[src/rtl/reg_fifo.sv]
// ============================================================================
// Module      : reg_fifo
// Description : Register-based first-word-fall-through FIFO with a global
//               enable. Optional macro REG_FIFO_ERR_EN adds sticky
//               overflow/underflow flags and their synchronous clear.
// Revision    : 1.0 - initial release
// ============================================================================
`default_nettype none

module reg_fifo #(
  parameter int WIDTH = 5,
  parameter int DEPTH = 4
) (
  input  logic                       clk,
  input  logic                       rst,
  input  logic                       en,
  input  logic                       push,
  input  logic [WIDTH-1:0]           din,
  input  logic                       pop,
`ifdef REG_FIFO_ERR_EN
  input  logic                       err_clr,
  output logic                       err_ovf,
  output logic                       err_udf,
`endif
  output logic [WIDTH-1:0]           dout,
  output logic                       full,
  output logic                       empty,
  output logic [$clog2(DEPTH):0]     count
);

  localparam int C_AW = $clog2(DEPTH);
  localparam int C_CW = C_AW + 1;
  localparam logic [C_CW-1:0] C_CNT_FULL = C_CW'(DEPTH);
  localparam logic [C_CW-1:0] C_CNT_ONE  = C_CW'(1);
  localparam logic [C_AW-1:0] C_PTR_ONE  = C_AW'(1);

  logic [WIDTH-1:0] r_mem [DEPTH];
  logic [C_AW-1:0]  r_wptr;
  logic [C_AW-1:0]  r_rptr;
  logic [C_CW-1:0]  r_count;

  logic w_full;
  logic w_empty;
  logic w_push_acc;
  logic w_pop_acc;

  // Flags are decoded from the count register only, so reset clears them
  // asynchronously along with the count.
  assign w_full  = (r_count == C_CNT_FULL);
  assign w_empty = (r_count == '0);

  // A push into a full FIFO is still taken when a pop frees the head slot.
  assign w_push_acc = en & push & (~w_full | pop);
  assign w_pop_acc  = en & pop & ~w_empty;

  // Storage is deliberately not reset; the empty mask hides stale words.
  always_ff @(posedge clk) begin
    if (w_push_acc) begin
      r_mem[r_wptr] <= din;
    end
  end

  // DEPTH is a power of two, so pointer overflow is the modulo wrap.
  always_ff @(posedge clk or posedge rst) begin
    if (rst) begin
      r_wptr  <= '0;
      r_rptr  <= '0;
      r_count <= '0;
    end else begin
      if (w_push_acc) begin
        r_wptr <= r_wptr + C_PTR_ONE;
      end
      if (w_pop_acc) begin
        r_rptr <= r_rptr + C_PTR_ONE;
      end
      case ({w_push_acc, w_pop_acc})
        2'b10:   r_count <= r_count + C_CNT_ONE;
        2'b01:   r_count <= r_count - C_CNT_ONE;
        default: r_count <= r_count;
      endcase
    end
  end

  assign dout  = w_empty ? '0 : r_mem[r_rptr];
  assign full  = w_full;
  assign empty = w_empty;
  assign count = r_count;

`ifdef REG_FIFO_ERR_EN
  logic r_err_ovf;
  logic r_err_udf;
  logic w_ovf_set;
  logic w_udf_set;

  assign w_ovf_set = en & push & w_full & ~pop;
  assign w_udf_set = en & pop & w_empty;

  // Clear wins over a set in the same cycle; like all state it obeys en.
  always_ff @(posedge clk or posedge rst) begin
    if (rst) begin
      r_err_ovf <= 1'b0;
      r_err_udf <= 1'b0;
    end else if (en) begin
      if (err_clr) begin
        r_err_ovf <= 1'b0;
        r_err_udf <= 1'b0;
      end else begin
        r_err_ovf <= r_err_ovf | w_ovf_set;
        r_err_udf <= r_err_udf | w_udf_set;
      end
    end
  end

  assign err_ovf = r_err_ovf;
  assign err_udf = r_err_udf;
`endif

endmodule

`default_nettype wire

[config.mk]
export PLATFORM = sky130hd
export DESIGN_NAME = reg_fifo
export DESIGN_NICKNAME = d
export VERILOG_FILES = /design/src/rtl/reg_fifo.sv
export SDC_FILE = /design/constraint.sdc
export NUM_CORES = 1
export LEC_CHECK = 0
export ABC_AREA = 1
export CORE_MARGIN = 2
export CORE_UTILIZATION = 52
export DETAILED_ROUTE_END_ITERATION = 16
export PLACE_DENSITY_LB_ADDON = 0.3
export SYNTH_ARGS = -nofsm -noshare
export SYNTH_HDL_FRONTEND = slang
export SYNTH_SLANG_ARGS = --single-unit
[constraint.sdc]
create_clock -name clk -period 2.3 [get_ports clk]
set_clock_uncertainty 0.1 [all_clocks]
set_input_delay 0.345 -clock clk [delete_from_list [all_inputs] [get_ports clk]]
set_output_delay 0.345 -clock clk [all_outputs]
set_load 0.01 [all_outputs]
==> results.cfg <==
[setup_path]
cp_slowest_stage_delay_ps = 550
cp_max_fo = 5
critPathLaunchType = flop
r2r_end = count[2]
worst-endpoint-required_ps = 1860
crit_type = reg -> out
end_kind = primary output
path_cells = buf_4, nand2_1, nand3_1, a21oi_1, clkdlybuf4s50_1
ff2ff_setup_slack_ps = 270
r2r_cells = 10
critPathSlowestCell = clkdlybuf4s50_1
r2r_start = count[0]
crit_arrival_ps = 1780

[synthesis]
yosysTopAreaCellShare = 0.452
syn_area_mm2 = 0.00133
synth_top_area_cell = edfxtp_1
ys_ff_latch = 27
synth_warnings = 0
yosys-top-cells-area = edfxtp_1, dfrtp_1, inv_1
synth_cell_types = 17
syn-num-nets = 160
postSynthCellCount = 144
synth-seq-area-share = 0.584
syn_area_per_cell_um2 = 9.22

[clocking]
numCtsBuffers = 3
clock_sinks = 27
insertion_delay_ps = 320
clk_pin_slew_ps = 150
root_buffer = clkbuf_4
htree_levels = 1
cts_tree = built
clockBufferDepth = 2
hold_buffers = 0

[grt]
grt_first_pass_wirelength_um = 3470
grtUsageTotal = 0.171
gr-total-overflow = 0
grt_max_degree = 18
antenna_found_initial = 0
grt_pass1_vias = 816

[drt]
dr_total_vias = 942
drt-total-wl_um = 2200
drc = 0
drt_iter0_markers = 30
ant_nets = 0
via_per_inst = 4.71
wire_per_inst_um = 11.0
drt_first_pass_iters = 4

[floorplan]
die_area_mm2 = 0.00297
fp.coreArea_mm2 = 0.00245
rows = 18
ios = 20
initial_core_util = 0.541
die_y_um = 54.5
die_w_um = 54.5

[min_path]
min_path_type = in -> async

[timing]
slew_headroom = 0.804
tns_ps = 0
worst_slew_pin_slew_ps = 294
finalSetupViolations = 0
fin_crit_sh = 0.965
period_minus_slack_ps = 2220
hold_viol_final = 0
grt_setup_unrepaired = false
final_max_slew_viol_count = 0
max_freq_mhz = 450

[place]
place.gp.congestion = 0.757
port_buffers = 19
dpl.hpwl_um = 1690

[layout]
nets = 187
antenna_cells = 0
syn_to_final_growth_pct = 21.8
drive_gt1_frac = 0.0941

[flow_run]
maxCapViolCount = 0

[power_and_ir_drop]
power.total_mw = 1.70
p_leak_nw = 0.803
p_per_area_mw_per_mm2 = 1050
peakVddDrop_mv = 0.610

[status]
status = finished, final reports clean
-- cell type report --
class,instances,area [um2]
flip-flops and latches,27,778
clock buffers,3,22.5
well taps,30,37.5
clock inverters,1,8.76
fillers,208,838
multi-input cells,74,380
repair buffers,25,239
inverters,40,150
-- critical path: cells and delay by family, from the launching register on --
| kind | cells | cell delay [ps] |
|---|---|---|
| flops | 1 | 460 |
| compound gates | 1 | 160 |
| buf+inv | 2 | 690 |
| simple gates | 2 | 140 |
-- state kept, by name, summed over array words and instances, names as in the netlist --
register / count
r_mem: 20
r_rptr: 2
count: 3
r_wptr: 2
-- worst max-delay path by stage --
stage                    from        to  slack, ps  depth (start not counted)
global placement          pop  count[2]        110                         11
floorplan            count[0]  count[2]        420                         10
CTS                 r_rptr[0]   dout[2]         20                          5
detailed placement        pop  count[2]         40                         11
finish              r_rptr[0]   dout[0]         80                          5
global route        r_rptr[1]   dout[1]          7                          4
-- per-layer routing --
metal  up-vias  track usage  share of wire
met5         -            0              0
met1       438        0.212           0.45
li1        489            -              -
met4         0       0.0542         0.0068
met3         2       0.0410          0.036
met2        13        0.295           0.50
-- through the flow --
step | hold slack [ps] | cell area [um2] | utilization | cells | setup slack, ps
3_3_place_gp | 419 | 1570 | 0.640 | 195 | 114
5_1_grt | 160 | 1620 | 0.659 | 200 | 7.43
2_1_floorplan | 48.4 | 1330 | - | 144 | 420
6_report | 134 | 1620 | 0.659 | 200 | 79.6
3_5_place_dp | 429 | 1570 | 0.640 | 195 | 37.9
4_1_cts | 148 | 1600 | 0.653 | 199 | 21.1
-- cell usage after synthesis, drive strengths merged --
master,n
nand2,38
nor3,1
nand4,1
o21ai,2
edfxtp,20
dfrtp,7
a21oi,5
buf,3
nor2,5
ha,5
fa,1
inv,40
nand3,14
xnor2,2
-- logic make-up after synthesis --
logic type	after synthesis	synth area share
AND/OR/NAND/NOR	59	0.185
buffers and inverters	43	0.129
flip-flops	27	0.584
AO/OA/AOI/OAI	7	0.0264
adder cells (fa/ha/maj)	6	0.0622
XOR/XNOR	2	0.0132
-- layout by cell type, fill, tap and decap left out, drive strengths merged --
master and n:
fa 1, nor2 5, nand2 38, ha 5, buf 6, xnor2 2
edfxtp 20, nor3 1, nand3 14, o21ai 2, dlygate4sd2 1, clkbuf 3
nand4 1, dlymetal6s2s 2, dfrtp 7, clkdlybuf4s50 16, inv 41, a21oi 5
-- power breakdown --
part,internal (mW),total (mW),leakage [nW],switching (mW)
combinational,0.375,0.779,0.520,0.404
sequential,0.618,0.711,0.265,0.0931
clock,0.0709,0.213,0.0183,0.142
-- timing repair --
action                                  CTS  global route
buffers inserted                          0             1
endpoints found under the setup margin    2             5
gates resized for setup                   3             4
No activity file was read; power rests on OpenSTA's default activity.
